[src/rtl/if_pkg.sv]
// if_pkg -- shared definitions for the instruction-fetch stage.
//   if_state_e       : fetch FSM states (FETCH, HOLD, DRAIN)
//   NOP              : bubble word presented when no instruction is valid
//   PC_STEP_DEFAULT  : default sequential PC increment
//   pc_add()         : 32-bit modulo PC adder shared by the PC register
package if_pkg;

  typedef enum logic [1:0] {
    FETCH = 2'd0,  // requesting imem at PC, waiting for ack
    HOLD  = 2'd1,  // word captured while downstream frozen; imem idle
    DRAIN = 2'd2   // branch arrived mid-request; wait out the stale ack
  } if_state_e;

  localparam logic [31:0] NOP             = 32'd0;
  localparam logic [31:0] PC_STEP_DEFAULT = 32'd4;

  // Plain 32-bit add; the carry out is dropped so the PC wraps modulo 2^32.
  function automatic logic [31:0] pc_add(input logic [31:0] a, input logic [31:0] b);
    return a + b;
  endfunction

endpackage

[src/rtl/if_stage_pc_register.sv]
// pc_register -- program counter storage for the fetch stage.
//   clk, rst       : clock, synchronous active-high reset (loads RESET_PC)
//   load, load_addr: redirect; load has priority over inc
//   inc            : advance by PC_STEP
//   pc             : current PC (the address being fetched)
//   pc_seq         : pc + PC_STEP, wrapping modulo 2^32
module pc_register
  import if_pkg::*;
#(
  parameter logic [31:0] RESET_PC = 32'd0,
  parameter logic [31:0] PC_STEP  = PC_STEP_DEFAULT
) (
  input  logic        clk,
  input  logic        rst,
  input  logic        load,
  input  logic [31:0] load_addr,
  input  logic        inc,
  output logic [31:0] pc,
  output logic [31:0] pc_seq
);

  logic [31:0] pc_q;

  assign pc     = pc_q;
  assign pc_seq = pc_add(pc_q, PC_STEP);

  always_ff @(posedge clk) begin
    if (rst) begin
      pc_q <= RESET_PC;
    end else if (load) begin
      pc_q <= load_addr;
    end else if (inc) begin
      pc_q <= pc_seq;
    end
  end

endmodule

[src/rtl/if_stage.sv]
// if_stage -- instruction fetch stage with hold buffer and branch drain.
//   Parameters : RESET_PC (PC after reset), PC_STEP (sequential increment)
//   clk, rst   : clock, synchronous active-high reset
//   freeze     : downstream IF/ID hold request
//   branch_taken, branch_addr : redirect from execute (beats freeze)
//   imem_req, imem_addr       : instruction-memory read request / address
//   imem_ack, imem_rdata      : read data valid / read data
//   PC          : PC of presented instruction plus PC_STEP
//   instruction : presented word, NOP when out_valid is low
//   out_valid   : instruction/PC usable this cycle
//   if_stall    : ~out_valid
//   state_dbg   : current FSM state, for observation only
//   Optional (macro IF_PERF_CNT_EN): fetch_count, stall_count, 32-bit
//   wrapping counters cleared by rst.
//
// Memory handshake: imem_req is the valid side, imem_ack the ready side.
// A transfer happens in any cycle where imem_req && imem_ack are both high;
// the ack may come in the same cycle as the request. While imem_req is high
// and no ack has arrived, imem_addr is held stable. imem_req drops only when
// the stage cannot accept a word (HOLD) or during reset; a request is never
// withdrawn mid-flight except by reset.
module if_stage
  import if_pkg::*;
#(
  parameter logic [31:0] RESET_PC = 32'd0,
  parameter logic [31:0] PC_STEP  = PC_STEP_DEFAULT
) (
  input  logic        clk,
  input  logic        rst,
  input  logic        freeze,
  input  logic        branch_taken,
  input  logic [31:0] branch_addr,
  output logic        imem_req,
  output logic [31:0] imem_addr,
  input  logic        imem_ack,
  input  logic [31:0] imem_rdata,
  output logic [31:0] PC,
  output logic [31:0] instruction,
  output logic        out_valid,
  output logic        if_stall,
  output if_state_e   state_dbg
`ifdef IF_PERF_CNT_EN
  ,
  output logic [31:0] fetch_count,
  output logic [31:0] stall_count
`endif
);

  if_state_e   state_q, state_d;
  logic [31:0] hold_buf_q;
  logic [31:0] target_q, target_d;
  logic        buf_we;
  logic        pc_load, pc_inc;
  logic [31:0] pc_load_addr;
  logic [31:0] pc_cur, pc_seq;

  pc_register #(
    .RESET_PC (RESET_PC),
    .PC_STEP  (PC_STEP)
  ) u_pc (
    .clk       (clk),
    .rst       (rst),
    .load      (pc_load),
    .load_addr (pc_load_addr),
    .inc       (pc_inc),
    .pc        (pc_cur),
    .pc_seq    (pc_seq)
  );

  assign imem_addr = pc_cur;
  assign PC        = pc_seq;
  assign if_stall  = ~out_valid;
  assign state_dbg = state_q;

  always_ff @(posedge clk) begin
    if (rst) begin
      state_q    <= FETCH;
      hold_buf_q <= NOP;
      target_q   <= 32'd0;
    end else begin
      state_q  <= state_d;
      target_q <= target_d;
      if (buf_we) begin
        hold_buf_q <= imem_rdata;
      end
    end
  end

  always_comb begin
    state_d      = state_q;
    target_d     = target_q;
    buf_we       = 1'b0;
    pc_load      = 1'b0;
    pc_inc       = 1'b0;
    pc_load_addr = branch_addr;
    imem_req     = 1'b0;
    out_valid    = 1'b0;
    instruction  = NOP;

    // All outputs stay quiet in reset; pc_register resets itself.
    if (!rst) begin
      unique case (state_q)
        FETCH: begin
          imem_req = 1'b1;
          if (imem_ack) begin
            if (branch_taken) begin
              // Returned word is on the wrong path: drop it.
              pc_load = 1'b1;
            end else begin
              out_valid   = 1'b1;
              instruction = imem_rdata;
              if (freeze) begin
                buf_we  = 1'b1;
                state_d = HOLD;
              end else begin
                pc_inc = 1'b1;
              end
            end
          end else if (branch_taken) begin
            // Cannot abandon the outstanding read; remember where to go.
            target_d = branch_addr;
            state_d  = DRAIN;
          end
        end

        HOLD: begin
          if (branch_taken) begin
            pc_load = 1'b1;
            state_d = FETCH;
          end else begin
            out_valid   = 1'b1;
            instruction = hold_buf_q;
            if (!freeze) begin
              pc_inc  = 1'b1;
              state_d = FETCH;
            end
          end
        end

        DRAIN: begin
          imem_req = 1'b1;
          // A newer branch supersedes the remembered target, including in
          // the cycle the stale ack arrives.
          if (branch_taken) begin
            target_d = branch_addr;
          end
          if (imem_ack) begin
            pc_load      = 1'b1;
            pc_load_addr = branch_taken ? branch_addr : target_q;
            state_d      = FETCH;
          end
        end

        default: begin
          state_d = FETCH;
        end
      endcase
    end
  end

`ifdef IF_PERF_CNT_EN
  logic [31:0] fetch_cnt_q, stall_cnt_q;

  // out_valid already excludes branch_taken; the explicit term keeps the
  // accepted-fetch condition readable on its own.
  always_ff @(posedge clk) begin
    if (rst) begin
      fetch_cnt_q <= 32'd0;
      stall_cnt_q <= 32'd0;
    end else begin
      if (out_valid && !freeze && !branch_taken) begin
        fetch_cnt_q <= fetch_cnt_q + 32'd1;
      end
      if (!out_valid) begin
        stall_cnt_q <= stall_cnt_q + 32'd1;
      end
    end
  end

  assign fetch_count = fetch_cnt_q;
  assign stall_count = stall_cnt_q;
`else
  // Performance counters are not built in this configuration.
`endif

endmodule

[config.mk]
export PLATFORM = sky130hd
export DESIGN_NAME = if_stage
export DESIGN_NICKNAME = d
export VERILOG_FILES = /design/src/rtl/if_pkg.sv /design/src/rtl/if_stage_pc_register.sv /design/src/rtl/if_stage.sv
export SDC_FILE = /design/constraint.sdc
export NUM_CORES = 1
export LEC_CHECK = 0
export BUFFER_PORTS_ARGS = -buffer_cell sky130_fd_sc_hd__clkbuf_2
export CAP_MARGIN = 10
export CORE_MARGIN = 3
export CORE_UTILIZATION = 47
export CTS_CLUSTER_SIZE = 16
export DETAILED_ROUTE_END_ITERATION = 8
export GPL_ROUTABILITY_DRIVEN = 0
export HOLD_SLACK_MARGIN = 0.1
export PLACE_DENSITY = 0.82
export SLEW_MARGIN = 20
export SYNTH_ARGS = -nofsm -noshare
export SYNTH_HDL_FRONTEND = slang
export SYNTH_SLANG_ARGS = --single-unit
[constraint.sdc]
create_clock -name clk -period 2.7 [get_ports clk]
set_input_delay 0.135 -clock clk [delete_from_list [all_inputs] [get_ports clk]]
set_output_delay 0.135 -clock clk [all_outputs]
set_load 0.05 [all_outputs]
==> impl_metrics.ini <==
[timing]
worst_slew_pin_slew_ns = 0.641
max_freq_ghz = 0.387
hold_violations = 0
drv_slew = 0
setup_ws_ns = 0.115
fin_worst_skew_ns = 0.00924
timing.slew.headroom_pct = 57.3
min_period_ns = 2.59
setup_viol = 0
rsz0062_at_grt = true
fin_crit_sh_pct = 95.7

[logic_synthesis]
syn_inst = 756
async_flop_share_pct = 0
syn-num-nets = 826
synth_simple_gate_area_share_pct = 30.8
ys_seq_elements = 98
synthAdderAreaFrac_pct = 0.231
synthFlopType = dfxtp_1
syn_area_um2 = 5410
synth_compound_area_share_pct = 19.5
yosysWarnings = 0
synth_xor_xnor_area_share_pct = 5.99
synth_top_family_by_area = simple AND/OR/NAND/NOR gates
syn_area_per_cell_um2 = 7.15
synth_cell_type_count = 59
yosysSeqAreaShare_pct = 36.3
synth_edf_count = 0
synth_mux_area_share_pct = 1.32

[clocking]
insertion_delay_ns = 0.34
cts_tree = yes
cts.htree.levels = 3
path_clk_slew_ns = 0.07
cts_buffer_depth = 2
cts.sinks = 98
cts_buffers = 9
cts-root-buf = clkbuf_16

[routing]
vias_per_cell = 5.71
drc = 0
ant_nets = 0
routedWlPerCell_um = 16.3
wirelength_mm = 17.9
drt_iter0_markers = 806
dr_total_vias = 6279
drt-pass1-iter-count = 5

[setup_path]
critPathKind = reg -> out
cp-end-kind = output pin
worstPathArrival_ns = 2.45
worstReg2RegEnd = u_pc.pc[30]
crit_path_max_fanout = 7
cp-start-kind = flip-flop
r2r_slack_ns = 0.40
rr_worst_depth = 6
worstPathRequired_ns = 2.57
r2r-start = u_pc.pc[3]

[layout]
num-fill-cells = 886
drive_gt1_share_pct = 25.0
nNetsFinal = 1024
fin_cells = 1100
areaGrowthSynthToFinish_pct = 35.8

[power]
clockPowerShare_pct = 33.1
switching_share_pct = 33.5
pwr-share-comb_pct = 23.9
power_leakage_nw = 3.06
max-vdd-ir-drop_mv = 0.273
p_int_mw = 2.51
power-per-cell-area_nw_per_um2 = 514
p_seq_share_pct = 42.9
p_sw_mw = 1.27

[floorplanning]
die_w_um = 113
die_y_um = 113
start_util_pct = 49.0
dieArea_um2 = 12800
io_pins = 170
rows = 38
core_area_um2 = 11000

[place]
dp_hpwl_mm = 11.5
portBuffers = 169
dp_cells = 1017
dp_slack_ns = 0.370

[flow_run]
max_cap_violations = 0

[global_routing]
grt_pass1_wl_mm = 28.9
grt_overflow_total = 0
met2_usage_pct = 43.6
grt_start_max_net_pins = 42
grt_pass1_vias = 5776
grt_antenna_before_repair = 0
grt_util_met3_pct = 6.31
grt_use_total_pct = 27.4
grtUsageMet1_pct = 36.2
grt.busiest_layer = met2

[min_path]
whs_endpoint = state_dbg[1]
hold_path_class = in -> reg
hp-start = imem_ack
hold_depth = 3

[run_status]
outcome = finished, final reports clean
per-stage QoR:
| stage | instance area (µm²) | hold WS, ns | util [%] | setup TNS (ns) | total power, mW |
|---|---|---|---|---|---|
| floorplan | 5470 | 0.257 | - | -0.0618 | 2.23 |
| global placement | 6380 | 0.374 | 57.9 | 0 | 2.45 |
| detailed placement | 6380 | 0.377 | 57.9 | 0 | 2.46 |
| CTS | 7330 | 0.287 | 66.4 | 0 | 3.77 |
| global route | 7340 | 0.329 | 66.5 | -0.00741 | 3.91 |
| finish | 7340 | 0.301 | 66.6 | 0 | 3.77 |
Yosys cell counts (4+ instances only):
cell	count	share of area (%)
nand2_1	209	15
a21oi_1	103	9.5
dfxtp_1	98	36
nor2_1	56	3.9
clkbuf_1	41	2.8
a22oi_1	33	4.6
xnor2_1	30	4.9
nand3_1	19	1.8
buf_2	18	1.7
nand4_1	16	1.9
nor3_1	10	0.93
nor4_1	10	1.2
inv_1	8	0.56
o21ai_0	8	0.74
xor2_1	7	1.1
mux2i_1	6	1.1
o21ai_1	6	0.56
a31oi_1	4	0.46
and2_1	4	0.46
and3_1	4	0.46
or3_1	4	0.46
registers in the layout, summed over array words and instances, names as in the netlist:
signal,cells
state_dbg,2
target_q,32
u_pc.pc,32
hold_buf_q,32
routing by layer:
| layer | share of wire (%) | vias to the layer above |
|---|---|---|
| met5 | 0 | - |
| met4 | 2.6 | 0 |
| met3 | 10 | 47 |
| met2 | 46 | 380 |
| met1 | 41 | 2860 |
| li1 | - | 2992 |
cells by family after synthesis:
kind of cell / count (synthesis)
flip-flops: 98
AND/OR/NAND/NOR: 361
AO/OA/AOI/OAI: 177
XOR/XNOR: 37
multiplexers: 7
buffers and inverters: 75
adder cells (fa/ha/maj): 1
final cells by class:
class | count | area [µm²] | share of cell area (%)
tap | 140 | 175 | 2.39
clock buffer | 12 | 267 | 3.63
timing repair buffer | 254 | 1650 | 22.5
multi-input combinational | 583 | 3230 | 44.0
sequential | 98 | 1960 | 26.7
antenna | 1 | 2.50 | 0.0341
inverter | 8 | 30.0 | 0.409
clock inverter | 4 | 25.0 | 0.341
critical path, stage by stage, from the launching register on:
cell	delay, ns
dfxtp_1	0.45
ha_1	0.24
nand3_1	0.21
or4_4	0.63
nor2_1	0.19
xor2_2	0.14
clkbuf_4	0.24
worst max-delay path by stage:
stage | start | endpoint | cells past startpoint
3_3_place_gp | u_pc.pc[2] | PC[16] | 6
4_1_cts | u_pc.pc[2] | PC[16] | 6
5_1_grt | u_pc.pc[3] | PC[16] | 6
2_1_floorplan | u_pc.pc[3] | PC[16] | 7
6_report | u_pc.pc[3] | PC[16] | 6
3_5_place_dp | u_pc.pc[2] | PC[16] | 6
power groups by stage:
stage / Combinational (mW) / Sequential (mW) / Clock, mW
finish: 0.903 / 1.62 / 1.25
global route: 0.961 / 1.63 / 1.32
CTS: 0.891 / 1.62 / 1.26
detailed placement: 0.813 / 1.65 / 0
global placement: 0.810 / 1.64 / 0
floorplan: 0.487 / 1.74 / 0
layout by cell type (no fill, tap or decap), types with 9 or more instances in the layout:
master           n
clkbuf_2       166
nor2_1          56
a22oi_1         33
dfxtp_1         97
buf_4           20
nand3_1         19
nand4_1         16
a21oi_1        103
xnor2_1         23
clkbuf_16        9
nor3_1          10
nor4_1           9
dlygate4sd3_1   65
nand2_1        209
repair_timing:
item,in CTS,in global routing
hold buffers,65,0
hold endpoints to repair,71,0
setup buffers,0,1
endpoints found under the setup margin,1,6
resized for setup,1,4
pin swaps,0,1
(Power assumes the default switching activity.)
